===== config.mk =====
export PLATFORM = sky130hd
export DESIGN_NAME = pipe_hazard_ctrl
export DESIGN_NICKNAME = d
export VERILOG_FILES = /design/src/rtl/pipe_hazard_ctrl.sv
export SDC_FILE = /design/constraint.sdc
export NUM_CORES = 1
export LEC_CHECK = 0
export CORE_MARGIN = 2
export CORE_UTILIZATION = 47
export DETAILED_ROUTE_END_ITERATION = 16
export PLACE_DENSITY = 0.79
export SKIP_LAST_GASP = 1
export SYNTH_ARGS = -nofsm -noshare
export SYNTH_HDL_FRONTEND = slang
export SYNTH_SLANG_ARGS = --single-unit

===== constraint.sdc =====
create_clock -name clock -period 2.3 [get_ports clock]
set_clock_uncertainty 0.15 [all_clocks]
set_input_delay 0.575 -clock clock [delete_from_list [all_inputs] [get_ports clock]]
set_output_delay 0.575 -clock clock [all_outputs]
set_load 0.05 [all_outputs]

===== src/rtl/pipe_hazard_ctrl.sv =====
// Hazard/forwarding controller for a 5-stage pipeline: forwarding selects, load-use
// stalls, branch flush and a multi-cycle mul/div hold, all decided from an E/M shadow.

module pipe_hazard_fwd (
  input  logic       ewreg_i,
  input  logic       em2reg_i,
  input  logic [4:0] ern_i,
  input  logic       mwreg_i,
  input  logic       mm2reg_i,
  input  logic [4:0] mrn_i,
  input  logic [4:0] src_i,
  input  logic       use_i,
  output logic [1:0] fwd_o,
  output logic       lds_o
);
  logic e_hit, m_hit;

  assign e_hit = ewreg_i & (ern_i != 5'd0) & (ern_i == src_i);
  assign m_hit = mwreg_i & (mrn_i != 5'd0) & (mrn_i == src_i);

  // A load still in E cannot forward; it falls through to M (or to the stall).
  always_comb begin
    fwd_o = 2'b00;
    if (e_hit && !em2reg_i) fwd_o = 2'b01;
    else if (m_hit)         fwd_o = mm2reg_i ? 2'b11 : 2'b10;
  end

  assign lds_o = e_hit & em2reg_i & use_i;
endmodule

module pipe_hazard_ctrl #(
  parameter int MDIV_CYCLES = 8,
  parameter int CNT_W       = 4
) (
  input  logic       clock,
  input  logic       resetn,
  input  logic [4:0] drs,
  input  logic [4:0] drt,
  input  logic       duse_rs,
  input  logic       duse_rt,
  input  logic       dwreg,
  input  logic       dm2reg,
  input  logic [4:0] drn,
  input  logic       dmdiv,
  input  logic       dbranch,
  output logic       wpcir,
  output logic       dbubble,
  output logic       dflush,
  output logic [1:0] fwda,
  output logic [1:0] fwdb,
  output logic       md_busy,
  output logic       md_done
);
  localparam int NUM_OPS = 2;

  typedef enum logic [1:0] {S_RUN, S_BUSY, S_DONE} state_e;

  state_e             state_q;
  logic [CNT_W-1:0]   cnt_q;
  logic               ewreg_q, em2reg_q, mwreg_q, mm2reg_q;
  logic [4:0]         ern_q, mrn_q;
  logic               ewreg_d, em2reg_d;
  logic [4:0]         ern_d;

  logic [NUM_OPS-1:0][4:0] src;
  logic [NUM_OPS-1:0]      use_src, lds_op;
  logic [NUM_OPS-1:0][1:0] fwd;
  logic                    lds, hold;

  assign src     = {drt, drs};
  assign use_src = {duse_rt, duse_rs};

  for (genvar l = 0; l < NUM_OPS; l++) begin : g_op
    pipe_hazard_fwd u_fwd (
      .ewreg_i  (ewreg_q),
      .em2reg_i (em2reg_q),
      .ern_i    (ern_q),
      .mwreg_i  (mwreg_q),
      .mm2reg_i (mm2reg_q),
      .mrn_i    (mrn_q),
      .src_i    (src[l]),
      .use_i    (use_src[l]),
      .fwd_o    (fwd[l]),
      .lds_o    (lds_op[l])
    );
  end

  assign fwda = fwd[0];
  assign fwdb = fwd[1];
  assign lds  = |lds_op;

  // Mul/div hold dominates the load-use stall; both freeze the front end.
  assign hold    = (state_q != S_RUN);
  assign md_busy = hold;
  assign md_done = (state_q == S_DONE);
  assign wpcir   = ~hold & ~lds;
  assign dbubble = hold | lds;
  assign dflush  = dbranch & ~lds & ~hold;

  always_comb begin
    ewreg_d  = dwreg;
    em2reg_d = dm2reg;
    ern_d    = drn;
    if (dbubble) begin
      ewreg_d  = 1'b0;
      em2reg_d = 1'b0;
      ern_d    = 5'd0;
    end
  end

  always_ff @(posedge clock or negedge resetn) begin
    if (!resetn) begin
      ewreg_q  <= 1'b0;
      em2reg_q <= 1'b0;
      ern_q    <= 5'd0;
      mwreg_q  <= 1'b0;
      mm2reg_q <= 1'b0;
      mrn_q    <= 5'd0;
    end else begin
      ewreg_q  <= ewreg_d;
      em2reg_q <= em2reg_d;
      ern_q    <= ern_d;
      mwreg_q  <= ewreg_q;
      mm2reg_q <= em2reg_q;
      mrn_q    <= ern_q;
    end
  end

  // Issue cycle runs in RUN; BUSY spans MDIV_CYCLES-1 cycles, DONE one more.
  always_ff @(posedge clock or negedge resetn) begin
    if (!resetn) begin
      state_q <= S_RUN;
      cnt_q   <= '0;
    end else begin
      case (state_q)
        S_RUN: if (dmdiv && !lds) begin
          state_q <= S_BUSY;
          cnt_q   <= CNT_W'(MDIV_CYCLES - 2);
        end
        S_BUSY: begin
          if (cnt_q == '0) state_q <= S_DONE;
          else             cnt_q   <= cnt_q - 1'b1;
        end
        S_DONE:  state_q <= S_RUN;
        default: state_q <= S_RUN;
      endcase
    end
  end
endmodule


==> results by group <==
Synth
  – Flop and latch count out of synthesis: 20
  – EDFF count, synth: 0
  – Synth Area per Inst: just under 10 um^2
  – Warnings from Yosys: 0
  – Cell variety after synth: 32
  – Dominant synthesized flop cell: dfrtp_1
  – Post-Syn Area: ~1100 um^2
  – Synth Instances: approximately 120
  – Fraction of registers with async set/reset: between 90% and 100%
  – Syn_nets: between 100 and 150
  – Post-synthesis sequential area ratio: 44.2%

Timing
  – Worst setup margin: -0.417 ns
  – Setup violations, final: 7
  – Hold WS: around 0.32 ns
  – Final Max Tran Viols: 0
  – Final Hold Fails: 0
  – Final Cycle Share: 118%
  – RSZ-0062 raised after global routing: true
  – Minimum clock period: 2.72 ns
  – Rel. slew slack: between 80% and 90%
  – Max Freq: 368 MHz
  – Worst slew pin tran: a little under 0.3 ns

Cells and area
  – Most frequent cells in the layout: buf_4, dfrtp_1, nand2_1, nor2_1, clkdlybuf4s50_1
  – Layout fillers: 137
  – Leading cell type in the layout, fill and taps excluded: buf_4
  – Area growth syn-to-layout: 66.9%
  – Final nets: roughly 200
  – Share of cells above drive strength 1: between 40% and 50%
  – Diodes inserted: 0
  – Final instance area: approximately 1900 um^2
  – Non-Filler Instances: 201

Worst setup path
  – Crit path DAT: approximately 2 ns
  – Worst Path Buf+Inv: 3
  – Worst Setup End Kind: primary output
  – Max incr delay on CP: between 0.2 and 0.3 ns
  – Worst-path cell chain: clkdlybuf4s15_1, xnor2_2, and3_1, and4_4, o21a_1, buf_6, nor2_4, buf_8
  – Startpoint types: input port
  – Slowest cell on crit path: clkdlybuf4s15_1
  – Top Family by Delay on Critical Path: buffers and inverters
  – Worst Path Max Fanout: 3
  – CP Class: in -> out
  – Required time of the worst setup path: between 1.5 and 2 ns

GRT
  – Largest net degree at the start of global routing: 21
  – First-pass GRT wire length: roughly 4700 um
  – GRT overflow: 0
  – Vias in the first global route: 1,081
  – Initial antenna violation count: 0
  – Total track usage: a little under a quarter

Route
  – Final WL: between 3000 and 4000 um
  – 1st-pass router iterations: 4
  – DRT antenna net count: 0
  – DRC Markers: 0
  – Total number of vias: approximately 1,100
  – DR WL/cell: 18.5 um
  – Initial DRC Count: 25
  – Drt via density: around 5.5

CTS
  – # H-tree levels: 1
  – Clock buffer depth: 2
  – CTS tree: done
  – Num CTS Buffers: 3
  – Clock-pin slew on the worst setup and hold paths: 0.09 ns
  – Hold buffers post-CTS: 0
  – Root buf cell: clkbuf_4
  – Clock latency on the worst-skew pair: 0.29 ns
  – Sink Count: 20

Floorplanning
  – Die area: about 2800 um^2
  – Core footprint: about 2300 um^2
  – Chip height: between 50 and 60 um
  – IO Count: 32
  – Die W: between 50 and 60 um
  – Initial Util: between 50% and 60%
  – # rows: 17

Power and ir drop
  – Pwr/cell area: slightly above 1000 nW/um^2
  – Leak: 0.895 nW
  – Total power: roughly 1.9 mW
  – Worst vdd ir: 869 uV

Placement
  – Port Buffers: 31
  – GPL Wtd Cong: ~0.87
  – Area after DPL: approximately 1700 um^2
  – Placed insts: 194
  – Hpwl dp: between 2000 and 2500 um

Hold path
  – HP Class: reg -> reg

Run status
  – Failing checks: setup timing
  – Status: complete, but fails checks

Job
  – Max Cap Violations: 0
==> sequential cells by signal, summed over array words and instances, names as in the netlist <==
signal    count
ern_q         5
mrn_q         5
cnt_q         4
state_q       2
em2reg_q      1
ewreg_q       1
mm2reg_q      1
mwreg_q       1
==> layout make-up <==
class,instances,area [um^2],share of cell area [%]
multi-input combinational,90,783,41.4
clock buffer,3,22.5,1.19
sequential,20,505,26.7
timing repair buffer,55,527,27.8
inverter,5,18.8,0.992
tap,28,35.0,1.85
==> worst paths after layout <==
kind	start	endpoint	slack, ns	cells after the start
min	ern_q[3]	mrn_q[3]	0.32	0
min in group asynchronous	resetn	ewreg_q	0.45	2
max	drt[2]	dflush	-0.42	8
min reg2reg	ern_q[3]	mrn_q[3]	0.32	0
max reg2reg	ern_q[2]	cnt_q[2]	0.23	8
max in group asynchronous	resetn	ern_q[0]	1.31	2
==> stage by stage <==
stage | worst slack, ns | util (%) | TNS [ns]
after floorplan | -0.153 | - | -0.284
after global placement | -0.649 | 75.2 | -4.24
after detailed placement | -0.703 | 75.2 | -5.21
after CTS | -0.374 | 79.0 | -2.29
after global routing | -0.498 | 83.9 | -3.20
final | -0.417 | 83.9 | -2.61
==> where the power goes <==
| group | internal (mW) | switching [mW] |
|---|---|---|
| Sequential | 0.472 | 0.158 |
| Combinational | 0.521 | 0.601 |
| Clock | 0.0608 | 0.0936 |
| Total | 1.05 | 0.852 |
==> synthesized netlist by cell type (all sizes together), types with 3 or more instances <==
cell,instances,area (um^2)
o21ai,3,15.0
nor2,15,56.3
dfrtp,20,500
nand2b,3,18.8
nor2b,3,18.8
nand2,14,52.6
nor4,3,18.8
nand3,4,20.0
xnor2,11,96.3
xor2,9,78.8
nor3,4,20.0
inv,5,18.8
==> routing by layer <==
metal	track usage [%]	part of all wire (%)	up-vias
li1	-	-	510
met1	26.7	36	529
met2	44.2	55	51
met3	1.41	4.6	16
met4	14.5	4.6	0
met5	0	0	-
==> logic make-up after synthesis <==
logic type | after synthesis | synth area share, %
and+or+nand+nor | 52 | 24.7
DFF | 20 | 44.2
AOI/OAI and AO/OA | 17 | 11.6
adders and majority gates | 1 | 1.10
xor gates and xnor gates | 20 | 15.5
buffers and inverters | 7 | 2.98
==> repair_timing <==
| action | 4_1_cts | 5_1_grt |
|---|---|---|
| gates resized for setup | 32 | 24 |
| setup endpoints to repair | 7 | 7 |
| pin swaps | 13 | 11 |
| buffers inserted | 2 | 3 |
Note: power is estimated with default switching activity, not from simulation.
